### src/rtl/puf_seq_pkg.sv
// Shared types and helpers for the PUF challenge sequencer.
// State encoding, LFSR polynomial, zero-seed substitute and pair derivation.
package puf_seq_pkg;

  typedef enum logic [2:0] {
    S_IDLE,
    S_PRESET,
    S_RUN,
    S_SAMPLE,
    S_NEXT,
    S_DONE
  } state_t;

  // x^16+x^14+x^13+x^11+1 -> taps on bits 15,13,12,10
  localparam logic [15:0] LFSR_TAPS     = 16'hB400;
  localparam logic [15:0] LFSR_ZERO_SUB = 16'hACE1;

  function automatic logic [15:0] lfsr_step(
    input logic [15:0] s
  );
    return {s[14:0], ^(s & LFSR_TAPS)};
  endfunction

  // Returns {select2, select1}; an equal pair gets select2 nudged apart.
  function automatic logic [7:0] pair_of(
    input logic [15:0] s
  );
    logic [3:0] a;
    logic [3:0] b;
    a = s[3:0];
    b = s[7:4];
    if (b == a) b = a ^ 4'h1;
    return {b, a};
  endfunction

endpackage

### src/rtl/puf_lfsr16.sv
// 16-bit Fibonacci LFSR that expands the challenge seed.
// Load has priority over step; reset state is the zero-seed substitute.
module puf_lfsr16
  import puf_seq_pkg::*;
(
  input  logic        i_clk,
  input  logic        i_rst_n,
  input  logic        i_load,
  input  logic [15:0] i_seed,
  input  logic        i_step,
  output logic [15:0] o_state
);

  logic [15:0] r_state;

  always_ff @(posedge i_clk) begin
    if (!i_rst_n) begin
      r_state <= LFSR_ZERO_SUB;
    end else if (i_load) begin
      r_state <= i_seed;
    end else if (i_step) begin
      r_state <= lfsr_step(r_state);
    end
  end

  assign o_state = r_state;

endmodule

### src/rtl/puf_challenge_sequencer.sv
// Ring-oscillator PUF challenge sequencer: LFSR pairs, timed evaluations.
// Define PUF_SEQ_MAJORITY_EN for 2-of-3 majority evaluation per pair.
module puf_challenge_sequencer
  import puf_seq_pkg::*;
#(
  parameter int RESP_BITS     = 32,
  parameter int RST_CYCLES    = 4,
  parameter int WINDOW_CYCLES = 4095,
  parameter int SETTLE_CYCLES = 8
) (
  input  logic                 clock,
  input  logic                 reset_n,
  input  logic                 start,
  input  logic [15:0]          seed,
  input  logic                 puf_in,
  output logic [3:0]           ro_select1,
  output logic [3:0]           ro_select2,
  output logic                 ro_enable,
  output logic                 ro_reset,
  output logic                 busy,
  output logic                 resp_valid,
  input  logic                 resp_ready,
  output logic [RESP_BITS-1:0] resp_data
);

  if (RESP_BITS < 1 || RESP_BITS > 64 ||
      RST_CYCLES < 1 || RST_CYCLES > 65535 ||
      SETTLE_CYCLES < 3 ||
      WINDOW_CYCLES + SETTLE_CYCLES > 65535) begin : g_bad_params
    $error("puf_challenge_sequencer: illegal parameter set");
  end

  localparam logic [15:0] RST_LD = 16'(RST_CYCLES - 1);
  localparam logic [15:0] RUN_LD =
    16'(WINDOW_CYCLES + SETTLE_CYCLES - 1);

  state_t                r_state;
  logic [15:0]           r_timer;
  logic [6:0]            r_idx;
  logic [3:0]            r_sel1;
  logic [3:0]            r_sel2;
  logic                  r_en;
  logic                  r_rst;
  logic                  r_busy;
  logic                  r_valid;
  logic [RESP_BITS-1:0]  r_resp;
  logic                  r_sync1;
  logic                  r_sync2;

  logic [15:0]           w_lfsr;
  logic [15:0]           w_seed_eff;
  logic                  w_load;
  logic                  w_last_eval;
  logic                  w_step;
  logic                  w_bit;
  logic [6:0]            w_idx_nxt;

`ifdef PUF_SEQ_MAJORITY_EN
  logic [1:0]            r_eval;
  logic [1:0]            r_votes;
  assign w_last_eval = (r_eval == 2'd2);
  assign w_bit = (r_votes == 2'd2) ||
                 ((r_votes == 2'd1) && r_sync2);
`else
  assign w_last_eval = 1'b1;
  assign w_bit       = r_sync2;
`endif

  assign w_seed_eff = (seed == 16'h0000) ? LFSR_ZERO_SUB : seed;
  assign w_load     = (r_state == S_IDLE) && start;
  assign w_step     = (r_state == S_SAMPLE) && w_last_eval;
  assign w_idx_nxt  = r_idx + 7'd1;

  puf_lfsr16 u_lfsr (
    .i_clk   (clock),
    .i_rst_n (reset_n),
    .i_load  (w_load),
    .i_seed  (w_seed_eff),
    .i_step  (w_step),
    .o_state (w_lfsr)
  );

  // puf_in is asynchronous to clock
  always_ff @(posedge clock) begin
    if (!reset_n) begin
      r_sync1 <= 1'b0;
      r_sync2 <= 1'b0;
    end else begin
      r_sync1 <= puf_in;
      r_sync2 <= r_sync1;
    end
  end

  always_ff @(posedge clock) begin
    if (!reset_n) begin
      r_state <= S_IDLE;
      r_timer <= '0;
      r_idx   <= '0;
      r_sel1  <= '0;
      r_sel2  <= '0;
      r_en    <= 1'b0;
      r_rst   <= 1'b1;
      r_busy  <= 1'b0;
      r_valid <= 1'b0;
      r_resp  <= '0;
`ifdef PUF_SEQ_MAJORITY_EN
      r_eval  <= '0;
      r_votes <= '0;
`endif
    end else begin
      unique case (r_state)
        S_IDLE: begin
          if (start) begin
            r_state          <= S_PRESET;
            r_timer          <= RST_LD;
            r_idx            <= '0;
            r_resp           <= '0;
            r_busy           <= 1'b1;
            r_rst            <= 1'b1;
            r_en             <= 1'b0;
            {r_sel2, r_sel1} <= pair_of(w_seed_eff);
          end
        end
        S_PRESET: begin
          if (r_timer == 16'd0) begin
            r_state <= S_RUN;
            r_timer <= RUN_LD;
            r_rst   <= 1'b0;
            r_en    <= 1'b1;
          end else begin
            r_timer <= r_timer - 16'd1;
          end
        end
        S_RUN: begin
          if (r_timer == 16'd0) begin
            r_state <= S_SAMPLE;
            r_timer <= '0;
            r_en    <= 1'b0;
          end else begin
            r_timer <= r_timer - 16'd1;
          end
        end
        S_SAMPLE: begin
          r_timer <= '0;
          if (w_last_eval) begin
            for (int i = 0; i < RESP_BITS; i++) begin
              if (r_idx == 7'(i)) r_resp[i] <= w_bit;
            end
            r_state          <= S_NEXT;
            {r_sel2, r_sel1} <= pair_of(lfsr_step(w_lfsr));
`ifdef PUF_SEQ_MAJORITY_EN
            r_eval  <= '0;
            r_votes <= '0;
          end else begin
            r_eval  <= r_eval + 2'd1;
            r_votes <= r_votes + {1'b0, r_sync2};
            r_state <= S_PRESET;
            r_timer <= RST_LD;
            r_rst   <= 1'b1;
`endif
          end
        end
        S_NEXT: begin
          r_idx <= w_idx_nxt;
          r_rst <= 1'b1;
          if (w_idx_nxt == 7'(RESP_BITS)) begin
            r_state <= S_DONE;
            r_timer <= '0;
            r_busy  <= 1'b0;
          end else begin
            r_state <= S_PRESET;
            r_timer <= RST_LD;
          end
        end
        S_DONE: begin
          if (!r_valid) begin
            r_valid <= 1'b1;
          end else if (resp_ready) begin
            r_valid <= 1'b0;
            r_state <= S_IDLE;
            r_timer <= '0;
          end
        end
        default: r_state <= S_IDLE;
      endcase
    end
  end

  assign ro_select1 = r_sel1;
  assign ro_select2 = r_sel2;
  assign ro_enable  = r_en;
  assign ro_reset   = r_rst;
  assign busy       = r_busy;
  assign resp_valid = r_valid;
  assign resp_data  = r_resp;

endmodule

### config.mk
export PLATFORM = sky130hd
export DESIGN_NAME = puf_challenge_sequencer
export DESIGN_NICKNAME = d
export VERILOG_FILES = /design/src/rtl/puf_seq_pkg.sv /design/src/rtl/puf_lfsr16.sv /design/src/rtl/puf_challenge_sequencer.sv
export SDC_FILE = /design/constraint.sdc
export NUM_CORES = 1
export LEC_CHECK = 0
export ABC_CLOCK_PERIOD_IN_PS = 4700
export CAP_MARGIN = 25
export CORE_AREA = 5 5 96 98
export DETAILED_ROUTE_END_ITERATION = 16
export DIE_AREA = 0 0 101 103
export PLACE_DENSITY = 0.88
export RECOVER_POWER = 100
export SKIP_LAST_GASP = 1
export SYNTH_ARGS = -nofsm -noshare
export SYNTH_HDL_FRONTEND = slang
export SYNTH_HIERARCHICAL = 1
export SYNTH_SLANG_ARGS = --single-unit
### constraint.sdc
create_clock -name clock -period 4.7 [get_ports clock]
set_input_delay 1.41 -clock clock [delete_from_list [all_inputs] [get_ports clock]]
set_output_delay 1.41 -clock clock [all_outputs]
set_load 0.02 [all_outputs]
* Word level (Yosys, flattened, before mapping)
Cells that the tools add are included.
** Storage, ports and cells
- Bits in registers :: 88
- Output and inout port bits :: 44
- Word-level logic and storage cells :: 245
** Cells by class
- Bitwise logic cells :: 2
- Reductions and logical operators :: 51
- Muxes and demuxes :: 69
- Equal/unequal tests :: 77
- Add/subtract/negate cells :: 2
** Operators by type and width (count)
- $mux 16 :: 8
- $eq 7x5->1 const B :: 16
- $reduce_and 3->1 :: 34
- $pmux 16 s6 :: 1
- $ne 2x2->1 const B :: 38
- $pmux 32 s2 :: 1
- $eq 7x4->1 const B :: 8
- $mux 1 :: 39
- $logic_not 16->1 :: 2
- $mux 32 :: 1
- $eq 7x3->1 const B :: 4
- $mux 3 :: 6
- $pmux 3 s6 :: 1
- $mux 4 :: 4
- $pmux 4 s2 :: 2
- $reduce_xor 16->1 :: 1
- $sub 16x1->16 const B :: 1
- $eq 7x2->1 const B :: 2
- $pmux 7 s2 :: 1
- $eq 4x4->1 :: 2
- $reduce_and 4->1 :: 2
- $add 7x1->7 const B :: 1
- $eq 7x1->1 const B :: 1
- $eq 7x6->1 const B :: 1
- other kinds (16) :: 24

* Depth between registers and ports, before layout
- Depth in word-level cells :: 6
- Depth in mapped cells :: 9

* Cells and area by module
Netlist, hierarchy kept.
** By module, submodules not included
- puf_challenge_sequencer :: sequential area each 1441.4 µm², times used 1, area each 3876.2 µm², cells each 462
- puf_lfsr16 :: sequential area each 320.3 µm², times used 1, area each 813.3 µm², cells each 80

* Worst setup path before layout
OpenSTA, ideal clock, no wires.
- Path kind :: input-to-reg
- Start :: input port seed[12]
- End :: register u_lfsr.r_state[0] (netlist: u_lfsr/o_state[0])
- Path slack :: 1.652 ns
- Stages on the path :: 7
- Data arrival time :: 2.967 ns
- Path through :: or4_1 nor4_1 nor2_1 inv_1 nand3b_1 o41ai_1 a41oi_1
** On the way
- Word-level cells in the longest chain between the ends :: 3
** Ends and longest elaborated chain
- start: declaration :: line puf_challenge_sequencer.sv:14 : input logic [15:0] seed,
- $logic_not 16->1 :: line puf_challenge_sequencer.sv:69 : assign w_seed_eff = (seed == 16'h0000) ? LFSR_ZERO_SUB : seed;
- $mux 16 :: line puf_challenge_sequencer.sv:69
- net w_seed_eff[0] :: line puf_challenge_sequencer.sv:51 : logic [15:0] w_seed_eff;
- $mux 16 :: line puf_lfsr16.sv:19 : end else if (i_load) begin
- end signal: assignment :: line puf_lfsr16.sv:20 : r_state <= i_seed;
- end signal: assignment :: line puf_lfsr16.sv:22 : r_state <= lfsr_step(r_state);
- end: declaration :: line puf_lfsr16.sv:14 : logic [15:0] r_state;
The timed path passes the listed nets, and every way through them passes these cells.
A chain may end at the register's enable or synchronous reset.

* Final worst setup path
- Start :: input port start
- End :: register r_resp[13] (netlist: resp_data[13])
** On the way
- Word-level cells in the longest chain between the ends :: 2
** Ends and longest elaborated chain
- start: declaration :: line puf_challenge_sequencer.sv:13 : input logic start,
- $ne 2x2->1 (no line)
- $reduce_and 3->1 (no line)
- end signal: indexed assignment :: line puf_challenge_sequencer.sv:147 : if (r_idx == 7'(i)) r_resp[i] <= w_bit;
- end: declaration :: line puf_challenge_sequencer.sv:46 : logic [RESP_BITS-1:0] r_resp;
No other way between the ends.

==> results.md <==
- The fraction of layout instances using a drive strength above 1 is 8.45%.
- The initial antenna violation count was 0.
- The CTS tree is yes.
- The final design utilization is 65.1%.
- The die is approximately 100 microns wide.
- Clock-pin slew was measured on the worst setup and hold paths at about 0.09 ns.
- The number of synthesized flops with an enable pin is 0.
- At the pin with the least slew margin, the transition time is ~1.4 ns.
- The final setup skew is roughly 0.016 ns.
- The design draws 2730 uW.
- The wire length on met3 is about 620 microns.
- Summing all non-filler instances in the final layout gives an area of 5460 sq um.
- In the synthesized netlist the dominant register cell turns out to be sky130_fd_sc_hd__dfxtp_1.
- The clock network latency to the later pin of the worst-skew pair is between 0.3 and 0.4 ns.
- The count of nets left with antenna violations once routing finished came out at 0.
- The highest metal layer with signal wires is met4.
- The share of synthesized area in the top cell type comes to 37.6%.
- Along the worst hold path, the cell count comes to 1.
- Yosys attributes the largest share of cell area to sky130_fd_sc_hd__dfxtp_1, sky130_fd_sc_hd__mux2i_1, sky130_fd_sc_hd__nor2b_1.
- The number of nets in the finished design is 603.
- The synthesized-area fraction occupied by adder cells is 2.08%.
- Row generation in the floorplan step produced 34 rows.
- The routed design uses 5.30 mm of met2 wire.
- In this run the static leakage power is roughly 0.0022 uW.
- The element type at the critical path start is an input port.
- The final hold violation count came to 0.
- The number of global-route vias before repair is 3857.
- The number of pins with negative max-slew slack in the final report is 0.
- The biggest area contributor in the post-synthesis netlist is sky130_fd_sc_hd__dfxtp_1.
- The final weighted congestion of routability-driven global placement is 0.856.
- Clock tree synthesis inserted a total of 9 buffers.
- The worst path uses 83.0% of the clock period.
- The filler cells instantiated in the layout total 680.
- Summing all placed instances gives a cell area of 5270 sq um.
- Setup repair after global routing left no endpoint under its margin.
- The worst-case hold path end point is r_sync2.
- The area of combinational cells with multiple inputs is ~2600 sq um.
- The floorplan step defined a die boundary enclosing ~10000 sq um.
- The starting density of the core is between 50 and 60%.
- The async set-or-reset flop fraction in the synthesized netlist is 0%.
- Static timing analysis puts the maximum clock frequency at 0.256 GHz.
- The number of iterations in the first detailed-routing pass is 4.
- The sink count of the clock tree is 88.
- The number of antenna repair diodes is 0.
- The flow ran to the end, and the final reports show no timing, DRC or antenna violations.
- The compound-cell area share of the yosys netlist is 14.4%.
- The post-CTS setup buffer count is 0.
- Measured against its own limit, the worst slew margin works out to 8.78%.
- Summing all flip-flop and latch instances after layout gives 1760 sq um.
- The count of buffers added on input and output ports is 64.
- The pin count of the biggest net entering global routing is 73.
- The min-delay analysis places its worst path in the category flop to flop.
- The number of unique standard cell types used by synthesis is 59.
- The cell area after technology mapping is 4690 sq um.
- For flop-to-flop paths, the worst setup slack is 1.24 ns.
- The H-tree depth is 3.
- Of all nets on the critical path, the largest fanout is 30.
- The routed wire length is 10.8 mm.
- The buffer type at the clock tree root is sky130_fd_sc_hd__clkbuf_8.
- The global-route wire length before repair is ~18 mm.
- The area of the core is 8380 sq um.
- The DRC violations left is 0.
- Across the run, the number of max-cap violations was 0.
- After synthesis, the share of cell area in mux cells is about an eighth.
- The largest family of logic cells by synthesized area is simple AND/OR/NAND/NOR gates.
- The HPWL after detailed placement is ~7.5 mm.
- STA puts the critical path data arrival time at 4.16 ns.
- The detailed-route wire length on metal 1 is 4.74 mm.
- After routing, the total negative slack on setup checks comes to 0 ns.
- The simple logic cell fraction of the synthesized area is 22.8%.
- The post-synthesis sequential element count is between 80 and 90.
- In this run the critical register-to-register path is launched from r_timer[0].
- The startpoint identified for the worst hold timing path is r_sync1.
- The power density over the cells is 500 nW/um^2.
- In this run the vertical extent of the chip is 103 microns.
- The highest ir drop seen on vdd is 0.223 mV.
- The clock passes through at most 2 buffers.
- The share of synthesized area occupied by flip-flops and latches is 37.6%.
- The clock period minus worst slack is 3.90 ns.
- The worst setup path is captured at a flop.
- The xor/xnor share of the synthesized area is 4.67%.
- The dominant cell by count in the synthesized netlist is sky130_fd_sc_hd__dfxtp_1.
- For this design the top-level I/O count stands at 65.
- After technology mapping, the gate count stands at roughly 540.
- Gates resized during post-CTS repair numbered 0.
- The count of warnings emitted by yosys is 6.
- The required arrival time at the worst endpoint is 4.95 ns.
- The count of hold-fix buffers inserted at cts is 0.
- Dividing the detail-routed wire length by the instance count gives 15.7 microns.
- The number of cells on the worst reg-to-reg path is 7.
- A synthesized cell averages 8.65 sq um.
- The endpoint of the worst-slack reg-to-reg timing path is r_timer[3].
- The number of violations reported at the end of detailed-routing iteration 0 is 217.
- Final hold analysis gives a worst-case slack of 0.463 ns.
- The total via count after detailed routing is ~3900.
- The worst setup path is of the input port to flop kind.
- After global routing the overflow that remains totals 0.
- By count the netlist is led by sky130_fd_sc_hd__dfxtp_1, sky130_fd_sc_hd__mux2i_1, sky130_fd_sc_hd__nor2b_1.
- The signed area change from the synthesized netlist to the final layout is 16.4%.
- Using the TritonRoute via totals, the vias-per-cell ratio works out to 5.67.
- The final setup violation count is 0.
- The net count after synthesis is 570.
- The aggregate global-route resource usage is 21.4%.
[worst max-delay path by stage]
| stage | start | to | slack (ns) | depth (start not counted) |
|---|---|---|---|---|
| 2_1_floorplan | seed[12] | u_lfsr/o_state[0] | 1.65 | 7 |
| 3_3_place_gp | seed[1] | u_lfsr/o_state[0] | 0.92 | 8 |
| 3_5_place_dp | seed[1] | u_lfsr/o_state[0] | 0.82 | 8 |
| 4_1_cts | seed[1] | u_lfsr/o_state[0] | 1.21 | 8 |
| 5_1_grt | start | resp_data[24] | 0.63 | 7 |
| 6_report | start | resp_data[13] | 0.80 | 7 |
[sequential cells by signal (all words and copies together), names as in the netlist, 3 cells and up]
| name | count |
|---|---|
| u_lfsr/o_state | 16 |
| r_idx | 7 |
| ro_select1 | 4 |
| r_state | 3 |
| r_timer | 16 |
| resp_data | 32 |
| ro_select2 | 4 |
[where the power goes]
group          total (uW)  internal [uW]  switching [uW]
clock network         488            211             277
registers            1000            874             130
logic                1240            567             669
[layout by cell type (no fill, tap or decap), drive strengths merged, types with 3 or more instances in the layout]
cell           netlist  routed
dfxtp               88      88
dlygate4sd3          0      47
mux2i               43      43
nor2b               40      40
a21oi               38      38
nor2                36      36
nand2               36      36
xnor2               20      20
o21ai               19      19
nor3                16      16
clkdlybuf4s50        0      16
inv                 13      15
mux2                13      13
clkbuf              39      12
and2                12      12
or2                 11      11
nand3               10      10
or4                  9       9
or3                  9       9
a31oi                9       9
nor4                 7       7
ha                   7       7
a21boi               6       6
xor2                 5       5
a22oi                5       5
nand2b               4       4
clkinv               2       4
buf                  7       4
a222oi               3       3
or3b                 3       3
o211a                3       3
a211oi               3       3
[area by class of cell]
| cell class | count | share of cell area (%) |
|---|---|---|
| multi-input combinational | 393 | 48.4 |
| sequential | 88 | 32.3 |
| timing repair buffer | 68 | 12.5 |
| clock buffer | 11 | 2.59 |
| tap | 108 | 2.48 |
| inverter | 15 | 1.03 |
| clock inverter | 5 | 0.711 |
[metal layers]
| metal | vias up | track usage (%) |
|---|---|---|
| li1 | 1956 | - |
| met1 | 1838 | 26.2 |
| met2 | 96 | 36.9 |
| met3 | 14 | 6.70 |
| met4 | 0 | 4.81 |
| met5 | - | 0 |
[metrics by stage]
| step | setup slack (ns) | std cells |
|---|---|---|
| final | 0.797 | 688 |
| after global routing | 0.630 | 688 |
| after CTS | 1.21 | 687 |
| after detailed placement | 0.823 | 671 |
| after global placement | 0.924 | 671 |
| after floorplan | 1.65 | 542 |
[worst max-delay path, cell delays in order]
cell and delay, ns:
sky130_fd_sc_hd__dlygate4sd3_1 0.66, sky130_fd_sc_hd__nand2_1 0.20, sky130_fd_sc_hd__inv_1 0.47, sky130_fd_sc_hd__clkbuf_1 0.94
sky130_fd_sc_hd__a21oi_1 0.15, sky130_fd_sc_hd__mux2i_1 0.25, sky130_fd_sc_hd__nor2b_1 0.07
[kinds of logic (layout without fill, tap and decap cells)]
kind of cell	Yosys count	count (layout)
AOI/OAI and AO/OA	104	104
DFF	88	88
buffers and inverters	61	99
adders and majority gates	8	8
muxes	56	56
xor gates and xnor gates	25	25
and+or+nand+nor	200	200
Power figures use the tool's default switching activity.
